===== src/rtl/ps2_frame_receiver_if.sv =====
// Read-side port bundle of the PS/2 frame receiver: FIFO head, valid/ready handshake and fill level.
interface ps2_frame_receiver_if #(
  parameter int DATA_BITS  = 8,
  parameter int FIFO_DEPTH = 4
);
  logic [DATA_BITS-1:0]        rd_data;
  logic                        rd_valid;
  logic                        rd_ready;
  logic [$clog2(FIFO_DEPTH):0] fifo_count;

  modport master (
    output rd_data,
    output rd_valid,
    output fifo_count,
    input  rd_ready
  );

  modport slave (
    input  rd_data,
    input  rd_valid,
    input  fifo_count,
    output rd_ready
  );
endinterface


===== src/rtl/ps2_frame_receiver.sv =====
// PS/2 device-to-host frame receiver with framing/parity/timeout detection and a small read FIFO.
// Parity checking is enabled by defining PS2_PARITY_CHECK_EN; otherwise the parity bit is ignored.
module ps2_frame_receiver #(
  parameter int DATA_BITS      = 8,
  parameter int FIFO_DEPTH     = 4,
  parameter int TIMEOUT_CYCLES = 50000
) (
  input  logic                 clk,
  input  logic                 rst,
  input  logic                 enable,
  input  logic                 ps2_clk_posedge,
  input  logic                 ps2_data,
  ps2_frame_receiver_if.master rd,
  output logic                 busy,
  output logic                 err_strb,
  output logic [1:0]           err_code,
  output logic                 overflow_strb
);

  localparam int PTR_W  = $clog2(FIFO_DEPTH);
  localparam int FCNT_W = PTR_W + 1;
  localparam int BCNT_W = (DATA_BITS > 1) ? $clog2(DATA_BITS) : 1;
  localparam int TO_W   = $clog2(TIMEOUT_CYCLES) + 1;

  localparam logic [BCNT_W-1:0] BIT_LAST = BCNT_W'(DATA_BITS - 1);
  localparam logic [TO_W-1:0]   TO_LAST  = TO_W'(TIMEOUT_CYCLES - 1);
  localparam logic [FCNT_W-1:0] FIFO_FULL = FCNT_W'(FIFO_DEPTH);

`ifdef PS2_PARITY_CHECK_EN
  localparam bit PARITY_CHECK = 1'b1;
`else
  localparam bit PARITY_CHECK = 1'b0;
`endif

  localparam logic [1:0] ERR_FRAMING = 2'd1;
  localparam logic [1:0] ERR_PARITY  = 2'd2;
  localparam logic [1:0] ERR_TIMEOUT = 2'd3;

  typedef enum logic [1:0] {IDLE, DATA, PARITY, STOP} state_t;

  state_t                state_reg, state_next;
  logic [DATA_BITS-1:0]  shift_reg, shift_next, shifted;
  logic [BCNT_W-1:0]     bit_cnt_reg, bit_cnt_next;
  logic                  parity_reg, parity_next;
  logic [TO_W-1:0]       to_cnt_reg, to_cnt_next;
  logic                  err_strb_reg, err_set;
  logic [1:0]            err_code_reg, err_val;
  logic                  overflow_reg, overflow_next;
  logic                  frame_good, parity_ok;

  logic [DATA_BITS-1:0]  mem [FIFO_DEPTH];
  logic [PTR_W-1:0]      wr_ptr_reg, rd_ptr_reg;
  logic [FCNT_W-1:0]     count_reg, count_next;
  logic                  fifo_full, push, pop;

  // Right shift: first received bit ends up at the LSB after DATA_BITS samples.
  generate
    if (DATA_BITS == 1) begin : g_shift1
      assign shifted = ps2_data;
    end else begin : g_shiftn
      assign shifted = {ps2_data, shift_reg[DATA_BITS-1:1]};
    end
  endgenerate

  assign parity_ok = ^{shift_reg, parity_reg};

  always_comb begin
    state_next   = state_reg;
    shift_next   = shift_reg;
    bit_cnt_next = bit_cnt_reg;
    parity_next  = parity_reg;
    to_cnt_next  = to_cnt_reg + 1'b1;
    err_set      = 1'b0;
    err_val      = err_code_reg;
    frame_good   = 1'b0;

    if (!enable) begin
      state_next  = IDLE;
      to_cnt_next = '0;
    end else if (ps2_clk_posedge) begin
      to_cnt_next = '0;
      case (state_reg)
        IDLE: begin
          if (!ps2_data) begin
            state_next   = DATA;
            bit_cnt_next = '0;
          end else begin
            err_set = 1'b1;
            err_val = ERR_FRAMING;
          end
        end
        DATA: begin
          shift_next   = shifted;
          bit_cnt_next = bit_cnt_reg + 1'b1;
          if (bit_cnt_reg == BIT_LAST) begin
            state_next = PARITY;
          end
        end
        PARITY: begin
          parity_next = ps2_data;
          state_next  = STOP;
        end
        STOP: begin
          state_next = IDLE;
          if (!ps2_data) begin
            err_set = 1'b1;
            err_val = ERR_FRAMING;
          end else if (PARITY_CHECK && !parity_ok) begin
            err_set = 1'b1;
            err_val = ERR_PARITY;
          end else begin
            frame_good = 1'b1;
          end
        end
        default: state_next = IDLE;
      endcase
    end else if (state_reg == IDLE) begin
      to_cnt_next = '0;
    end else if (to_cnt_reg == TO_LAST) begin
      state_next  = IDLE;
      to_cnt_next = '0;
      err_set     = 1'b1;
      err_val     = ERR_TIMEOUT;
    end
  end

  // A full FIFO still accepts a push when the head is popped on the same edge.
  assign fifo_full     = (count_reg == FIFO_FULL);
  assign pop           = rd.rd_valid && rd.rd_ready;
  assign push          = frame_good && (!fifo_full || pop);
  assign overflow_next = frame_good && fifo_full && !pop;

  always_comb begin
    count_next = count_reg;
    case ({push, pop})
      2'b10:   count_next = count_reg + 1'b1;
      2'b01:   count_next = count_reg - 1'b1;
      default: count_next = count_reg;
    endcase
  end

  always_ff @(posedge clk or posedge rst) begin
    if (rst) begin
      state_reg    <= IDLE;
      shift_reg    <= '0;
      bit_cnt_reg  <= '0;
      parity_reg   <= 1'b0;
      to_cnt_reg   <= '0;
      err_strb_reg <= 1'b0;
      err_code_reg <= 2'd0;
      overflow_reg <= 1'b0;
      wr_ptr_reg   <= '0;
      rd_ptr_reg   <= '0;
      count_reg    <= '0;
    end else begin
      state_reg    <= state_next;
      shift_reg    <= shift_next;
      bit_cnt_reg  <= bit_cnt_next;
      parity_reg   <= parity_next;
      to_cnt_reg   <= to_cnt_next;
      err_strb_reg <= err_set;
      err_code_reg <= err_val;
      overflow_reg <= overflow_next;
      count_reg    <= count_next;
      if (push) begin
        wr_ptr_reg <= wr_ptr_reg + 1'b1;
      end
      if (pop) begin
        rd_ptr_reg <= rd_ptr_reg + 1'b1;
      end
    end
  end

  always_ff @(posedge clk) begin
    if (push) begin
      mem[wr_ptr_reg] <= shift_reg;
    end
  end

  // Head is gated so rd_data reads 0 whenever the FIFO is empty, including right after reset.
  assign rd.rd_valid   = (count_reg != '0);
  assign rd.rd_data    = rd.rd_valid ? mem[rd_ptr_reg] : '0;
  assign rd.fifo_count = count_reg;

  assign busy          = (state_reg != IDLE);
  assign err_strb      = err_strb_reg;
  assign err_code      = err_code_reg;
  assign overflow_strb = overflow_reg;

endmodule


===== src/flat_wrapper.sv =====
// flat-port wrapper written by rule: the top's interface ports become plain ports
module ps2_frame_receiver_flat 
#(
  parameter int DATA_BITS      = 8,
  parameter int FIFO_DEPTH     = 4,
  parameter int TIMEOUT_CYCLES = 50000
)
  (clk, rst, enable, ps2_clk_posedge, ps2_data, busy, err_strb, err_code, overflow_strb, rd_rd_data, rd_rd_valid, rd_fifo_count, rd_rd_ready);
  ps2_frame_receiver_if #(.DATA_BITS(DATA_BITS), .FIFO_DEPTH(FIFO_DEPTH)) rd_i ();
  input  logic clk;
  input  logic rst;
  input  logic enable;
  input  logic ps2_clk_posedge;
  input  logic ps2_data;
  output logic busy;
  output logic err_strb;
  output logic [1:0] err_code;
  output logic overflow_strb;
  output wire logic [$bits(rd_i.rd_data)-1:0] rd_rd_data;
  output wire logic [$bits(rd_i.rd_valid)-1:0] rd_rd_valid;
  output wire logic [$bits(rd_i.fifo_count)-1:0] rd_fifo_count;
  input wire logic [$bits(rd_i.rd_ready)-1:0] rd_rd_ready;
  assign rd_rd_data = rd_i.rd_data;
  assign rd_rd_valid = rd_i.rd_valid;
  assign rd_fifo_count = rd_i.fifo_count;
  assign rd_i.rd_ready = rd_rd_ready;
  ps2_frame_receiver #(.DATA_BITS(DATA_BITS), .FIFO_DEPTH(FIFO_DEPTH), .TIMEOUT_CYCLES(TIMEOUT_CYCLES)) u_core (.clk(clk), .rst(rst), .enable(enable), .ps2_clk_posedge(ps2_clk_posedge), .ps2_data(ps2_data), .rd(rd_i), .busy(busy), .err_strb(err_strb), .err_code(err_code), .overflow_strb(overflow_strb));
endmodule

===== config.mk =====
export PLATFORM = sky130hd
export DESIGN_NAME = ps2_frame_receiver_flat
export DESIGN_NICKNAME = d
export VERILOG_FILES = /design/src/rtl/ps2_frame_receiver_if.sv /design/src/rtl/ps2_frame_receiver.sv /design/src/flat_wrapper.sv
export SDC_FILE = /design/constraint.sdc
export NUM_CORES = 1
export LEC_CHECK = 0
export CAP_MARGIN = 20
export CORE_MARGIN = 2
export CORE_UTILIZATION = 65
export CTS_CLUSTER_SIZE = 25
export DETAILED_ROUTE_END_ITERATION = 8
export DONT_BUFFER_PORTS = 1
export GPL_TIMING_DRIVEN = 0
export PLACE_DENSITY = 0.81
export SLEW_MARGIN = 15
export SYNTH_ARGS = -nofsm -noshare
export SYNTH_HDL_FRONTEND = slang
export SYNTH_SLANG_ARGS = --single-unit

===== constraint.sdc =====
create_clock -name clk -period 5.3 [get_ports clk]
set_input_delay 0.53 -clock clk [delete_from_list [all_inputs] [get_ports clk]]
set_output_delay 0.53 -clock clk [all_outputs]
set_load 0.1 [all_outputs]

-- After elaboration in Yosys (flattened, before gate mapping)
Memories as Yosys holds them, arrays and structs flattened.
Cells that the tools add are included.
W data, S select, Z words.
- bits in registers: 41
- RAM bits: 32
- bits of input ports: 6
- word-level logic and storage cells: 83
- memories kept: 1
- memories (memory ; depth ; bits a word ; rd ports ; clocked after memory_dff ; write ports ; RTL line ; RTL):
    u_core.mem ; 4 ; 8 ; 1 ; 0 ; 1 ; ps2_frame_receiver.sv:51 ; logic [DATA_BITS-1:0] mem [FIFO_DEPTH];
- $add $sub $neg: 6
- eq/ne operators: 17
- muxes and demuxes: 32
- reductions and logical operators: 17
- operators by type and width (cell ; number):
    $mux W17 ; 4
    $mux W2 ; 10
    $add A17 B1 Y17 const B ; 1
    $eq A17 B16 Y1 const B ; 1
    $pmux W3 S2 ; 2
    $mux W1 ; 11
    $ne A3 B3 Y1 const B ; 3
    $mux W8 ; 1
    $pmux W2 S4 ; 1
    $reduce_and A4 Y1 ; 2
    $reduce_bool A2 Y1 ; 4
    $add A3 B1 Y3 const B ; 2
    $eq A2 B2 Y1 const B ; 3
    $eq A3 B3 Y1 const B ; 2
    $ne A2 B2 Y1 const B ; 3
    $ne A3 B1 Y1 const B ; 2
    $reduce_and A6 Y1 ; 1
    $add A2 B1 Y2 const B ; 2
    $eq A2 B1 Y1 const B ; 2
    $logic_and A1 B1 Y1 ; 4
    $ne A4 B3 Y1 const B ; 1
    $pmux W2 S2 ; 1
    $mux W3 ; 1
    $reduce_and A3 Y1 ; 1
    other kinds (6) ; 7

-- Depth between registers and ports, before layout
- word-level depth: 7
- mapped depth: 11
- mapped depth without buffers: 10

-- Worst setup path before layout
No wires, ideal clock.
- path kind: flip-flop to output port
- start: register u_core.count_reg[0] (netlist: u_core.rd.fifo_count[0])
- end: output port rd_rd_data[0]
- arrival: 3.003 ns
- path slack: 1.767 ns
- stages on the path, launching flop included: 4
- buffers on the path: 1
- cells stage by stage: dfrtp_1 or3_1 clkbuf_1 and2_1
- longest elaborated chain between the ends: 2
- ends and longest elaborated chain (item ; RTL line ; RTL):
    start, declared ; ps2_frame_receiver.sv:53 ; logic [FCNT_W-1:0] count_reg, count_next;
    start signal, assigned ; ps2_frame_receiver.sv:164 ; count_reg <= count_next;
    $reduce_bool A3 Y1 ; ps2_frame_receiver.sv:181 ; assign rd.rd_valid = (count_reg != '0);
    named net rd_rd_valid ; flat_wrapper.sv:20 ; output wire logic [$bits(rd_i.rd_valid)-1:0] rd_rd_valid;
    $mux W8 ; ps2_frame_receiver.sv:182 ; assign rd.rd_data = rd.rd_valid ? mem[rd_ptr_reg] : '0;
    end, declared ; flat_wrapper.sv:19 ; output wire logic [$bits(rd_i.rd_data)-1:0] rd_rd_data;
The timed path passes the listed nets, and every way through them passes these cells.

-- Final worst setup path
- start: register u_core.count_reg[0] (netlist: u_core.rd.fifo_count[0])
- end: output port rd_rd_data[6]
The elaborated chain is that of the path after synthesis.

==> reports/summary.txt <==
clk_skew - 0.009074 ns
First-pass DRT Iterations - 4
CP Capture Type - output pin
CTS max path bufs - 2
Final nets - 289
pin count of the biggest net entering global routing - 35
Hold Path Class - in2reg
Initial Utilization - 0.6635
area grow syn2layout - 9.125%
number of global-route vias before repair - 1918
register area share after synthesis - 0.5939
RePlAce Congestion - 0.8264
Setup TNS Final - 0 ns
Inserted Clock Buffers - 9
Fillers - 327
pre-CTS WS - 2.127 ns
CTS Sinks - 73
Power Density - 514.3 nW/um^2
DR vias/cell - 5.536
number of flip-flops in the largest register - 32
Slew @ Worst Pin - 0.9767 ns
RSZ-0062 raised after global routing - false
CP Data Required Time - 4.77 ns
first-pass GRT wire length - 8.859 mm
Max-Slew Margin vs Limit - 0.3489
Post-CTS Setup Repair Bufs - 0
latest clock arrival within the worst-skew pair - 0.34 ns
setup ws final - 1.790 ns
status - finished, final reports clean
fin crit period - 3.510 ns
root buffer cell - clkbuf_8
share of layout cells above drive strength 1 - 0.1564
fin crit share - 0.6622
multi-input logic area - 1241 um^2
total gr overflow - 0
H-tree depth - 3
VDD IR max - 346.6 uV
syn nets - 276
Setup-failing EPs final - 0
reported max-cap violation count - 0
CP max stage cell - dfrtp_1
gr usage total - 0.2149
max-slew violation count - 0
synthesized area - 3346 um^2
crit-path max FO - 10
number of core rows - 26
Yosys top cell area share - 0.3067
Core Box Area - 5042 um^2
1st-iter DRT viols - 154
DR vias - 1910
Tot Pwr - 1.878 mW
Synth area leader - dfrtp_1
crit start category - flip-flop
die width - 75.75 um
initial antenna violation count - 0
area taken by flip-flops and latches - 1987 um^2
gate count after technology mapping - 257
Final Util - 0.7241
Routed Wire Length - 5.404 mm
Synth area leaders - dfrtp_1 31%, edfxtp_1 29%, mux4_2 5.4%
syn avg cell area - 13.02 um^2
post-route cell area - 3651 um^2
post-route ant nets - 0
ANT cells - 0
Worst EP arrival - 2.98 ns
die extent in y - 75.75 um
most frequent cells in the layout - 41 x dfrtp_1, 32 x edfxtp_1, 22 x nor2_1, 19 x inv_1, 15 x xnor2_1
Buffers on Ports - 0
CP peak stage delay - 0.99 ns
drt drc - 0
routed len/inst - 15.66 um
CP Cell Sequence - or3_1 -> clkbuf_2 -> and2_1
Ports - 23
Netlist cell types - 46
synthesis-stage register bit count - 73
Worst-path clk slew - 0.07 ns
CTS tree - done
most common cell after layout, fill and taps aside - dfrtp_1
fmax - 284.9 MHz
Placement Cell Area - 3455 um^2
Leak - 1.449 nW
Fin. Hold Viols - 0
Yosys warnings - 0
Worst Setup Path Type - reg2out
Final HPWL DP - 3.713 mm
full die area - 5737 um^2
[final timing paths]
path,startpoint,end,slack (ns),cells after the start
setup reg to reg,u_core.rd.fifo_count[2],u_core.rd.fifo_count[2],2.13,10
hold reg to reg,u_core.to_cnt_reg[0],u_core.to_cnt_reg[0],0.51,1
hold / removal,ps2_data,u_core.shift_reg[7],0.40,2
max in group asynchronous,rst,u_core.shift_reg[5],4.32,3
min in group asynchronous,rst,u_core.err_code[1],0.55,2
setup / recovery,u_core.rd.fifo_count[0],rd_rd_data[6],1.79,3
[what timing repair did]
item / CTS / global route
hold endpoints to repair: 7 / 0
gates resized for setup: 0 / 0
hold buffers: 1 / 0
[area by class of cell]
cell class / instances / area share
plain buffers: 9 / 0.01199
flip-flops and latches: 73 / 0.5442
multi-input cells: 155 / 0.3400
repair buffers: 2 / 0.008225
well taps: 70 / 0.02399
clock inverters: 6 / 0.01611
clock buffers: 10 / 0.03496
inverters: 20 / 0.02056
[report_power, final]
group          switching [mW]  total [mW]  internal [mW]
clock                   0.199       0.413          0.214
sequential              0.160       0.839          0.680
combinational           0.455       0.626          0.170
[cells in the mapped netlist (all sizes together)]
cell,instances
dfrtp,41
edfxtp,32
nor2,22
inv,20
xnor2,15
and2,14
ha,12
nand2,9
mux2,8
mux4,8
nand3,8
clkbuf,7
nand4,6
nor4,6
nor3,5
xor2,5
o21ai,4
or2,3
or4b,3
a21o,2
a21oi,2
buf,2
mux2i,2
o31ai,2
or4,2
a2111o,1
a211oi,1
a22o,1
a22oi,1
a31o,1
and3,1
fa,1
nand2b,1
nand4bb,1
nor2b,1
o2111ai,1
o211a,1
o211ai,1
o22ai,1
o2bb2ai,1
o32a,1
or3,1
[per-stage QoR]
stage / instances / hold slack, ns
after floorplan: 257 / 0.4690
after global placement: 327 / 0.4974
after detailed placement: 328 / 0.3338
after CTS: 345 / 0.3863
after global routing: 345 / 0.4029
final: 345 / 0.4044
[logic make-up after synthesis]
group           share of synthesized area
simple gates                       0.1346
buf+inv                           0.03515
flops                              0.5939
xor+xnor                          0.05236
fa+ha+maj                         0.05086
mux                               0.08676
compound gates                    0.04638
[critical path, delay by kind of cell, from the launching register on]
| kind | cells | cell delay, ns |
|---|---|---|
| flip-flops | 1 | 0.99 |
| AND/OR/NAND/NOR | 2 | 1.09 |
| buffers and inverters | 1 | 0.55 |
[metal layers]
metal,GRT usage,share of wire,up-vias
met4,0.09357,0.012,0
met2,0.3381,0.50,38
met1,0.2835,0.45,918
met5,0,0,-
li1,-,-,947
met3,0.05688,0.038,7
No activity file was read; power rests on OpenSTA's default activity.
==> RTL edit: new RTL, config.mk and constraints unchanged <==
`PARITY_CHECK`: 1'b0 -> 1'b1.
--- a/src/rtl/ps2_frame_receiver.sv
+++ b/src/rtl/ps2_frame_receiver.sv
@@ -29,7 +29,7 @@
 `ifdef PS2_PARITY_CHECK_EN
   localparam bit PARITY_CHECK = 1'b1;
 `else
-  localparam bit PARITY_CHECK = 1'b0;
+  localparam bit PARITY_CHECK = 1'b1;
 `endif
 
   localparam logic [1:0] ERR_FRAMING = 2'd1;
Check against the original RTL: same outputs for any inputs over 10 cycles, from zero or initial values and one cycle with rst high; that may be too few to reach the edited logic, so the function may still have changed.
==> RTL edit against the unedited design <==
- die area up 4.2%
- register-to-register slack worse by 0.05 ns
- utilization grew 1.6 points
- fmax shrank 0.74%
- wire length grew 5.7%
- critical path type unchanged
- cell area rose by 4.1%
- synthesized area increased by 4.4%
- highest routed layer unchanged
- sequential cell count up 1
- total power rose by 8.1%
- largest cell class unchanged
- worst setup slack worse by 0.026 ns
==> RTL edit: results (changes against the unedited design) <==
- Outcome: completed (unchanged)
- Post-synthesis mux area share: 8.78% (was 8.68%)
- NonClk Buf Share: 1.58% (was 2.02%)
- Layout cell share with drive strength beyond 1: 17.6% (was 15.6%)
- WL met3: 239 um (was 208 um)
- CP max stage cell: dfrtp_1 (unchanged)
- Synth top cells by count: 42 x dfrtp_1, 32 x edfxtp_1, 24 x nor2_1 (was 41 x dfrtp_1, 32 x edfxtp_1, 22 x nor2_1)
- Sequential cell area share: 52.9% (was 54.4%)
- Non-clk invs: 15 (was 20)
- FFs & Latches: 74 (was 73)
- Register area share after synthesis: 57.6% (was 59.4%)
- Worst hold path type: input port to asynchronous set/reset pin (was input port to flip-flop)
- Multi-input combinational cell area: 1390 um2 (was 1240 um2)
- Worst endpoint data arrival time: 3.01 ns (was 2.98 ns)
- Async SR Flop Fraction: 56.8% (was 56.2%)
- Post-Synth XOR/XNOR Area: 8.52% (was 5.24%)
- Routed wire per std cell: 16.1 um (was 15.7 um)
- Clock buf count: 9 (was 10)
- Count of multi-input combinational gates: 169 (was 155)
- Pin count of the biggest net entering global routing: 29 (was 35)
- Mapped Avg Cell Area: 13.1 um2 (was 13.0 um2)
- Drt initial violations: 103 (was 154)
- Placer Congestion: 0.820 (was 0.826)
- Vias in the first global route: 2119 (was 1918)
- Dpl cells: 338 (was 328)
- Crit. Startpoint: u_core.rd.fifo_count[0] (unchanged)
- GR met1 Demand/Resource: 26.3% (was 28.4%)
- Complex-gate fraction of the synthesized area: 4.23% (was 4.64%)
- Pre-antenna DRT Iters: 4 (unchanged)
- VDD IR max: 0.000375 V (was 0.000347 V)
- DP HPWL: 3.99 mm (was 3.71 mm)
- Adder-cell area share of the yosys netlist: 5.23% (was 5.09%)
- FF-to-FF setup slack: 2.08 ns (was 2.13 ns)
- Mapped Cells: 267 (was 257)
- GR Layer Usage met2: 34.9% (was 33.8%)
- Wire length on met1: 2.46 mm (was 2.43 mm)
- Metal2 WL: 2.89 mm (was 2.70 mm)
- Top cells by area, synth: dfrtp_1 30%, edfxtp_1 28%, mux4_2 5.2%, ha_1 4.7%, xor2_1 3.3% (was dfrtp_1 31%, edfxtp_1 29%, mux4_2 5.4%, ha_1 4.5%, xnor2_1 3.9%)
- GRT Total Usage: 21.6% (was 21.5%)
- Cell area after placement: 3600 um2 (was 3450 um2)
- R2R cell count: 9 (was 10)
- Grt met3 use: 6.94% (was 5.69%)
- Syn nets: 287 (was 276)
- Finished Layout Cells: 354 (was 345)
- Max-cap violations: 0 (unchanged)
- ClkCell Share: 5.26% (was 5.11%)
- Antenna violations before repair: 0 (unchanged)
- Fin nets: 299 (was 289)
- Clk_skew: 0.00846 ns (was 0.00907 ns)
- Relative slew slack: 33.8% (was 34.9%)
- Filler Cell Count: 362 (was 327)
-- RTL edit: changes by cell type in the layout (fill, tap and decap cells not counted), sizes merged, moves of 4 or more --
cell,delta
nand2,+7
and3,+4
xor2,+8
nor4,-5
-- RTL edit: power by group --
part	internal (mW)	switching, mW
clock network	0.220	0.215
logic	0.230	0.532
registers	0.658	0.174
-- RTL edit: through the flow --
| step | utilization, % | worst slack (ns) | total power, mW | hold WS (ns) |
|---|---|---|---|---|
| after floorplan | - | 1.77 | 1.52 | 0.433 |
| after global placement | 69.7 | 1.58 | 1.58 | 0.449 |
| after detailed placement | 70.1 | 2.12 | 1.61 | 0.392 |
| after CTS | 74.0 | 1.74 | 2.04 | 0.00669 |
| after global routing | 74.0 | 1.67 | 2.11 | 0.0251 |
| final | 74.0 | 1.76 | 2.03 | 0.0150 |
